===== config.mk =====
export PLATFORM = sky130hd
export DESIGN_NAME = uart_reg_bank_flat
export DESIGN_NICKNAME = d
export VERILOG_FILES = /design/src/rtl/uart_reg_bank_pkg.sv /design/src/rtl/uart_reg_bank_if.sv /design/src/rtl/uart_reg_bank_rx_fifo.sv /design/src/rtl/uart_reg_bank.sv /design/src/flat_wrapper.sv
export SDC_FILE = /design/constraint.sdc
export NUM_CORES = 1
export LEC_CHECK = 0
export BUFFER_PORTS_ARGS = -buffer_cell sky130_fd_sc_hd__buf_2
export CORE_MARGIN = 5
export CORE_UTILIZATION = 47
export CTS_CLUSTER_SIZE = 12
export DETAILED_ROUTE_END_ITERATION = 7
export PLACE_DENSITY = 0.74
export SLEW_MARGIN = 20
export SYNTH_ARGS = -nofsm -noshare
export SYNTH_HDL_FRONTEND = slang
export SYNTH_SLANG_ARGS = --single-unit

===== constraint.sdc =====
create_clock -name clk -period 2.2 [get_ports clk]
set_input_delay 0.22 -clock clk [delete_from_list [all_inputs] [get_ports clk]]
set_output_delay 0.22 -clock clk [all_outputs]
set_load 0.005 [all_outputs]

===== src/rtl/uart_reg_bank_pkg.sv =====
// Shared definitions for the UART register bank: address map, CTRL/STATUS
// bit positions and the Tx handshake FSM encoding.
package uart_reg_pkg;

   localparam logic [1:0] ADDR_CTRL   = 2'd0;
   localparam logic [1:0] ADDR_TXDATA = 2'd1;
   localparam logic [1:0] ADDR_RXDATA = 2'd2;
   localparam logic [1:0] ADDR_STATUS = 2'd3;

   localparam int CTRL_PAR_EN  = 0;
   localparam int CTRL_PAR_ODD = 1;
   localparam int CTRL_RX_IE   = 2;
   localparam int CTRL_TX_IE   = 3;

   localparam int ST_RX_NEMPTY = 0;
   localparam int ST_RX_FULL   = 1;
   localparam int ST_HOLD_FULL = 2;
   localparam int ST_TX_BUSY   = 3;
   localparam int ST_RX_OVR    = 4;
   localparam int ST_PAR_SEEN  = 5;
   localparam int ST_TX_OVF    = 6;
   localparam int ST_CNT_LSB   = 8;

   typedef enum logic {
      TX_IDLE = 1'b0,
      TX_BUSY = 1'b1
   } tx_state_e;

endpackage


===== src/rtl/uart_reg_bank_if.sv =====
// CPU-side bus of the UART register bank: single-cycle strobes, combinational
// read data.
interface uart_reg_bank_if #(
   parameter int BUS_W = 32
);
   logic [1:0]       addr;
   logic             wr_en;
   logic             rd_en;
   logic [BUS_W-1:0] wdata;
   logic [BUS_W-1:0] rdata;

   modport master (output addr, output wr_en, output rd_en, output wdata, input rdata);
   modport slave  (input addr, input wr_en, input rd_en, input wdata, output rdata);
endinterface


===== src/rtl/uart_reg_bank_rx_fifo.sv =====
// Synchronous FIFO for received characters; head entry is presented
// combinationally whenever the FIFO is non-empty.
module uart_rx_fifo #(
   parameter int WIDTH = 9,
   parameter int DEPTH = 4,
   localparam int AW = $clog2(DEPTH),
   localparam int CW = $clog2(DEPTH + 1)
) (
   input  logic             clk,
   input  logic             reset,
   input  logic             i_push,
   input  logic             i_pop,
   input  logic [WIDTH-1:0] i_wdata,
   output logic [WIDTH-1:0] o_rdata,
   output logic             o_full,
   output logic             o_empty,
   output logic [CW-1:0]    o_count
);

   logic [WIDTH-1:0] r_mem [DEPTH];
   logic [AW-1:0]    r_wptr;
   logic [AW-1:0]    r_rptr;
   logic [CW-1:0]    r_count;
   logic             w_push_ok;
   logic             w_pop_ok;

   // A push at full only lands when a pop frees the slot in the same cycle.
   assign w_push_ok = i_push & (~o_full | i_pop);
   assign w_pop_ok  = i_pop & ~o_empty;

   always_ff @(posedge clk) begin
      if (reset) begin
         r_wptr  <= '0;
         r_rptr  <= '0;
         r_count <= '0;
      end else begin
         if (w_push_ok) r_wptr <= r_wptr + AW'(1);
         if (w_pop_ok)  r_rptr <= r_rptr + AW'(1);
         case ({w_push_ok, w_pop_ok})
            2'b10:   r_count <= r_count + CW'(1);
            2'b01:   r_count <= r_count - CW'(1);
            default: r_count <= r_count;
         endcase
      end
   end

   always_ff @(posedge clk) begin
      if (w_push_ok) r_mem[r_wptr] <= i_wdata;
   end

   assign o_rdata = r_mem[r_rptr];
   assign o_full  = (r_count == CW'(DEPTH));
   assign o_empty = (r_count == '0);
   assign o_count = r_count;

endmodule


===== src/rtl/uart_reg_bank.sv =====
// Memory-mapped register bank between the CPU bus and the UART Tx/Rx cores:
// CTRL, double-buffered TXDATA, RXDATA FIFO and STATUS with sticky W1C flags.
module uart_reg_bank
   import uart_reg_pkg::*;
#(
   parameter int DATA_W   = 8,
   parameter int RX_DEPTH = 4,
   parameter int BUS_W    = 32
) (
   input  logic              clk,
   input  logic              reset,
   uart_reg_bank_if.slave    bus,
   input  logic [DATA_W-1:0] rx_data,
   input  logic              rx_parity_err,
   input  logic              rx_done,
   input  logic              tx_done,
   output logic [DATA_W-1:0] tx_data,
   output logic              tx_start,
   output logic              parity_en,
   output logic              parity_odd,
   output logic              irq
);

   localparam int CW = $clog2(RX_DEPTH + 1);
   localparam int FW = DATA_W + 1;

   logic [3:0]        r_ctrl;
   logic [DATA_W-1:0] r_hold;
   logic              r_hold_full;
   logic [DATA_W-1:0] r_tx_data;
   logic              r_rx_ovr;
   logic              r_par_seen;
   logic              r_tx_ovf;
   logic              r_irq;
   tx_state_e         r_state;
   tx_state_e         w_state_nxt;

   logic              w_wr_ctrl;
   logic              w_wr_tx;
   logic              w_wr_st;
   logic              w_pop;
   logic              w_start;
   logic              w_tx_busy;
   logic              w_tx_accept;
   logic              w_tx_ovf_set;
   logic              w_rx_ovr_set;
   logic              w_fifo_full;
   logic              w_fifo_empty;
   logic [CW-1:0]     w_fifo_count;
   logic [FW-1:0]     w_fifo_head;
   logic [BUS_W-1:0]  w_rdata;
   logic              w_unused;

   assign w_wr_ctrl = bus.wr_en & (bus.addr == ADDR_CTRL);
   assign w_wr_tx   = bus.wr_en & (bus.addr == ADDR_TXDATA);
   assign w_wr_st   = bus.wr_en & (bus.addr == ADDR_STATUS);
   assign w_pop     = bus.rd_en & (bus.addr == ADDR_RXDATA) & ~w_fifo_empty;

   uart_rx_fifo #(
      .WIDTH (FW),
      .DEPTH (RX_DEPTH)
   ) u_rx_fifo (
      .clk     (clk),
      .reset   (reset),
      .i_push  (rx_done),
      .i_pop   (w_pop),
      .i_wdata ({rx_parity_err, rx_data}),
      .o_rdata (w_fifo_head),
      .o_full  (w_fifo_full),
      .o_empty (w_fifo_empty),
      .o_count (w_fifo_count)
   );

   always_ff @(posedge clk) begin
      if (reset) r_state <= TX_IDLE;
      else       r_state <= w_state_nxt;
   end

   always_comb begin
      w_state_nxt = r_state;
      case (r_state)
         TX_IDLE: if (r_hold_full) w_state_nxt = TX_BUSY;
         TX_BUSY: if (tx_done)     w_state_nxt = TX_IDLE;
         default: w_state_nxt = TX_IDLE;
      endcase
   end

   // The start cycle drives the holding value directly so tx_data is valid
   // together with tx_start; reset suppresses the pulse in its own cycle.
   always_comb begin
      w_start   = 1'b0;
      w_tx_busy = 1'b0;
      case (r_state)
         TX_IDLE: w_start   = r_hold_full & ~reset;
         TX_BUSY: w_tx_busy = 1'b1;
         default: ;
      endcase
   end

   assign w_tx_accept  = w_wr_tx & (~r_hold_full | w_start);
   assign w_tx_ovf_set = w_wr_tx & r_hold_full & ~w_start;
   assign w_rx_ovr_set = rx_done & w_fifo_full & ~w_pop;

   always_ff @(posedge clk) begin
      if (reset) begin
         r_ctrl      <= '0;
         r_hold      <= '0;
         r_hold_full <= 1'b0;
         r_tx_data   <= '0;
         r_rx_ovr    <= 1'b0;
         r_par_seen  <= 1'b0;
         r_tx_ovf    <= 1'b0;
         r_irq       <= 1'b0;
      end else begin
         if (w_wr_ctrl)   r_ctrl <= bus.wdata[3:0];
         if (w_tx_accept) r_hold <= bus.wdata[DATA_W-1:0];
         if (w_tx_accept)  r_hold_full <= 1'b1;
         else if (w_start) r_hold_full <= 1'b0;
         if (w_start) r_tx_data <= r_hold;
         // Setting has priority over a simultaneous write-1-to-clear.
         r_rx_ovr   <= (r_rx_ovr   & ~(w_wr_st & bus.wdata[ST_RX_OVR]))   | w_rx_ovr_set;
         r_par_seen <= (r_par_seen & ~(w_wr_st & bus.wdata[ST_PAR_SEEN])) | (rx_done & rx_parity_err);
         r_tx_ovf   <= (r_tx_ovf   & ~(w_wr_st & bus.wdata[ST_TX_OVF]))   | w_tx_ovf_set;
         r_irq      <= (r_ctrl[CTRL_RX_IE] & ~w_fifo_empty) | (r_ctrl[CTRL_TX_IE] & ~r_hold_full);
      end
   end

   always_comb begin
      w_rdata = '0;
      case (bus.addr)
         ADDR_CTRL:   w_rdata[3:0] = r_ctrl;
         ADDR_TXDATA: w_rdata[DATA_W:0] = {w_tx_busy, r_hold};
         ADDR_RXDATA: if (!w_fifo_empty) w_rdata[DATA_W:0] = w_fifo_head;
         ADDR_STATUS: begin
            w_rdata[ST_RX_NEMPTY] = ~w_fifo_empty;
            w_rdata[ST_RX_FULL]   = w_fifo_full;
            w_rdata[ST_HOLD_FULL] = r_hold_full;
            w_rdata[ST_TX_BUSY]   = w_tx_busy;
            w_rdata[ST_RX_OVR]    = r_rx_ovr;
            w_rdata[ST_PAR_SEEN]  = r_par_seen;
            w_rdata[ST_TX_OVF]    = r_tx_ovf;
            w_rdata[ST_CNT_LSB +: 8] = 8'(w_fifo_count);
         end
         default: w_rdata = '0;
      endcase
   end

   assign bus.rdata  = w_rdata;
   assign tx_start   = w_start;
   assign tx_data    = w_start ? r_hold : r_tx_data;
   assign parity_en  = r_ctrl[CTRL_PAR_EN];
   assign parity_odd = r_ctrl[CTRL_PAR_ODD];
   assign irq        = r_irq;
   assign w_unused   = &{1'b0, bus.wdata[BUS_W-1:DATA_W]};

endmodule

===== src/flat_wrapper.sv =====
// flat-port wrapper written by rule: the top's interface ports become plain ports
module uart_reg_bank_flat import uart_reg_pkg::*;
#(
   parameter int DATA_W   = 8,
   parameter int RX_DEPTH = 4,
   parameter int BUS_W    = 32
)
  (clk, reset, rx_data, rx_parity_err, rx_done, tx_done, tx_data, tx_start, parity_en, parity_odd, irq, bus_addr, bus_wr_en, bus_rd_en, bus_wdata, bus_rdata);
  uart_reg_bank_if #(.BUS_W(BUS_W)) bus_i ();
  input  logic clk;
  input  logic reset;
  input  logic [DATA_W-1:0] rx_data;
  input  logic rx_parity_err;
  input  logic rx_done;
  input  logic tx_done;
  output logic [DATA_W-1:0] tx_data;
  output logic tx_start;
  output logic parity_en;
  output logic parity_odd;
  output logic irq;
  input wire logic [$bits(bus_i.addr)-1:0] bus_addr;
  input wire logic [$bits(bus_i.wr_en)-1:0] bus_wr_en;
  input wire logic [$bits(bus_i.rd_en)-1:0] bus_rd_en;
  input wire logic [$bits(bus_i.wdata)-1:0] bus_wdata;
  output wire logic [$bits(bus_i.rdata)-1:0] bus_rdata;
  assign bus_i.addr = bus_addr;
  assign bus_i.wr_en = bus_wr_en;
  assign bus_i.rd_en = bus_rd_en;
  assign bus_i.wdata = bus_wdata;
  assign bus_rdata = bus_i.rdata;
  uart_reg_bank #(.DATA_W(DATA_W), .RX_DEPTH(RX_DEPTH), .BUS_W(BUS_W)) u_core (.clk(clk), .reset(reset), .bus(bus_i), .rx_data(rx_data), .rx_parity_err(rx_parity_err), .rx_done(rx_done), .tx_done(tx_done), .tx_data(tx_data), .tx_start(tx_start), .parity_en(parity_en), .parity_odd(parity_odd), .irq(irq));
endmodule

==> flow_summary.rst <==
.. list-table::
   :header-rows: 1

   * - Metric
     - Value
   * - F_max
     - 486 MHz
   * - DRC violation count after routing
     - 0
   * - Initial core utilization
     - 48.5%
   * - Die extent in y
     - 93.7 µm
   * - Setup Buffers After CTS
     - 0
   * - Antenna violations before repair
     - 0
   * - Global-route wire length before repair
     - 10,300 µm
   * - Max-slew violation total from the final report
     - 0
   * - DIE WIDTH
     - 93.7 µm
   * - Area fraction of the dominant cell type after synthesis
     - 32.8%
   * - Static Leakage
     - 0.00156 µW
   * - TritonRoute pass-1 iters
     - 4
   * - Data arrival time of the worst path
     - 1.84 ns
   * - Slowest-stage cell, CP
     - sky130_fd_sc_hd__mux4_2
   * - Most numerous cell in the Yosys netlist
     - sky130_fd_sc_hd__edfxtp_1
   * - Synth cell count leaders
     - 36 x sky130_fd_sc_hd__edfxtp_1, 35 x sky130_fd_sc_hd__dfxtp_1, 22 x sky130_fd_sc_hd__buf_4
   * - TritonCTS buffer count
     - 9
   * - Critical path data required time
     - 1.98 ns
   * - Clock period minus worst slack
     - 2.06 ns
   * - Total routing resource utilization after global routing
     - 15.4%
   * - DP Worst Slack
     - -0.0251 ns
   * - Maxcap violations
     - 0
   * - Number of sinks handled by clock tree synthesis
     - 71
   * - Synth warn
     - 0
   * - Total number of vias
     - 2,201
   * - Dominant register cell in the synthesized netlist
     - sky130_fd_sc_hd__edfxtp_1
   * - Largest fanout on the critical path
     - 10
   * - Latest clock arrival within the worst-skew pair
     - 0.35 ns
   * - Cell area after synthesis
     - 3290 µm²
   * - Number of instances in the synthesized netlist
     - 279
   * - Cell taking the most area after synthesis
     - sky130_fd_sc_hd__edfxtp_1
   * - Total routed wirelength
     - 6390 µm
   * - Deepest clock path buffer count
     - 2
   * - Classification of the worst setup path
     - flip-flop to output pin
   * - Count of nets left with antenna violations after detail routing
     - 0
   * - Root buffer cell
     - sky130_fd_sc_hd__clkbuf_8
   * - H-Tree Depth
     - 3
   * - Fraction of layout instances using a drive strength above 1
     - 30.2%
   * - Max rail drop VDD
     - 0.538 mV
   * - Synthesis-stage register bit count
     - 71
   * - Ys async rst share
     - 0%
   * - Unrepaired setup endpoints after global routing
     - false
   * - Setup Skew
     - 0.00534 ns
   * - Slew margin rel.
     - 64.4%
   * - Worst hold slack
     - 0.0466 ns
   * - Via count normalized by instance count
     - 5.00
   * - Register area share after synthesis
     - 54.1%
   * - HPWL after DPL
     - 4810 µm
   * - Number of enable-type register cells in the synthesized netlist
     - 36
   * - Vias in the first global route
     - 2,103
   * - Power density of the placed cells
     - 733 nW/µm²
   * - Average wire per standard cell
     - 14.5 µm
   * - Total gr overflow
     - 0
   * - Setup-failing EPs final
     - 0
   * - Fin crit share
     - 93.6%
   * - Setup tns final
     - 0 ns
   * - Core Region
     - 6790 µm²
   * - Routability cong.
     - 0.788
   * - Cell types occupying the most area after synthesis
     - sky130_fd_sc_hd__edfxtp_1 33%, sky130_fd_sc_hd__dfxtp_1 21%, sky130_fd_sc_hd__mux4_2 5.5%
   * - Category of the worst setup path launch point
     - flip-flop
   * - Reg clk slew, reported paths
     - 0.08 ns
   * - Worst-path cell chain
     - buf_4 -> mux4_2 -> inv_1 -> o221ai_1 -> buf_2
   * - Clock tree from TritonCTS
     - built
   * - Worst path setup slack after routing
     - 0.142 ns
   * - Cell family contributing the most delay on the critical path
     - multiplexers
   * - Biggest cell delay along the critical path
     - 0.55 ns
   * - Outcome
     - completed
   * - Average size of a mapped cell
     - 11.8 µm²
   * - 1st-iter DRT viols
     - 93
   * - Nets@finish
     - 399
   * - Hold WC Path Type
     - input pin to flip-flop
   * - Num ports
     - 93
   * - Area of the die
     - 8780 µm²
   * - Placement Rows
     - 30
   * - Worst path bufs/invs
     - 3
   * - Post-CTS Hold Fix Bufs
     - 0
   * - Final antenna diode count
     - 0
   * - Worst Setup End Kind
     - output pin
   * - Hold violation total from the final report
     - 0
   * - Layout overhead on the synthesized area
     - 15.6%
   * - Port bufs
     - 47
   * - Distinct cell type count after synthesis
     - 41
   * - Slew @ Worst Pin
     - 0.530 ns
   * - Pin count of the biggest net entering global routing
     - 24
-- per-stage QoR --
step	total power, µW	instances	utilization [%]	instance area [µm²]
floorplan	1710	299	-	3370
global placement	1800	424	53.2	3610
detailed placement	1810	424	53.2	3610
CTS	2820	440	56.0	3810
global route	2930	440	56.1	3810
finish	2790	440	56.1	3810
-- per-layer routing --
layer	up-vias	global-route usage [%]	share of wire (%)
met2	71	24.5	46
met4	0	4.09	1.1
li1	1079	-	-
met1	1043	19.4	45
met3	8	6.25	7.4
met5	-	0	0
-- layout make-up --
cell class | count | area, µm²
clock inverters | 7 | 68.8
inverters | 18 | 67.6
clock buffers | 9 | 124
repair buffers | 63 | 355
fillers | 572 | 2990
well taps | 96 | 120
multi-input cells | 176 | 1290
flip-flops and latches | 71 | 1780
-- placed cells by master, fill, tap and decap left out, drive strengths merged, types with 2 or more instances in the layout --
cell	netlist	routed
and2b	3	3
xor2	2	2
conb	1	21
a21oi	19	19
o21ai	10	10
o221ai	3	3
mux4	8	8
a22oi	9	9
buf	29	63
a31oi	3	3
nand2b	3	3
nand4	2	2
dfxtp	35	35
inv	18	25
o22ai	5	5
nor2b	6	6
and2	7	7
or3	2	2
nor2	13	13
nand3	17	17
nand2	13	13
edfxtp	36	36
ha	10	10
clkbuf	5	9
mux2	11	11
-- worst reg2reg max path, delay by kind of cell, from the launching register on --
family | cells | cell delay [ns]
buf+inv | 2 | 0.14
fa+ha+maj | 2 | 0.55
xor+xnor | 1 | 0.16
simple gates | 2 | 0.51
compound gates | 2 | 0.25
flops | 1 | 0.39
-- registers in the layout, summed over array words and instances (netlist names), 2 cells and up, named ones only --
name	flops
u_core.r_ctrl	4
u_core.u_rx_fifo.r_rptr	2
u_core.r_tx_data	8
u_core.r_hold	8
u_core.u_rx_fifo.r_mem	36
u_core.u_rx_fifo.r_wptr	2
u_core.u_rx_fifo.o_count	3
-- logic make-up after synthesis --
logic type	Yosys count	share of synthesized area [%]
flip-flops	71	54.1
AND/OR/NAND/NOR	67	10.6
AO/OA/AOI/OAI	54	10.5
buffers and inverters	52	9.08
multiplexers	20	10.4
adder cells (fa/ha/maj)	11	4.41
XOR/XNOR	3	0.798
other	1	0.114
-- power breakdown --
group	internal [µW]	switching, µW	total, µW
Clock	448	564	1010
Combinational	132	168	301
Sequential	1450	33.3	1480
Total	2030	765	2790
-- worst paths after layout --
check	startpoint	cells after the start	end	slack, ns
setup / recovery	flip-flop	5	bus_rdata[2]	0.14
hold / removal	tx_done	2	u_core.r_state$_SDFF_PP0_	0.05
setup reg to reg	u_core.u_rx_fifo.o_count[0]$_SDFFE_PP0P_	9	u_core.u_rx_fifo.o_count[2]$_SDFFE_PP0P_	0.15
hold reg to reg	u_core.r_rx_ovr$_SDFF_PP0_	2	u_core.r_rx_ovr$_SDFF_PP0_	0.47
-- repair_timing --
action | in CTS | in global routing
endpoints found under the hold margin | 0 | 0
gates resized for setup | 0 | 1
setup endpoints to repair | 0 | 1
Note: power is estimated with default switching activity, not from simulation.
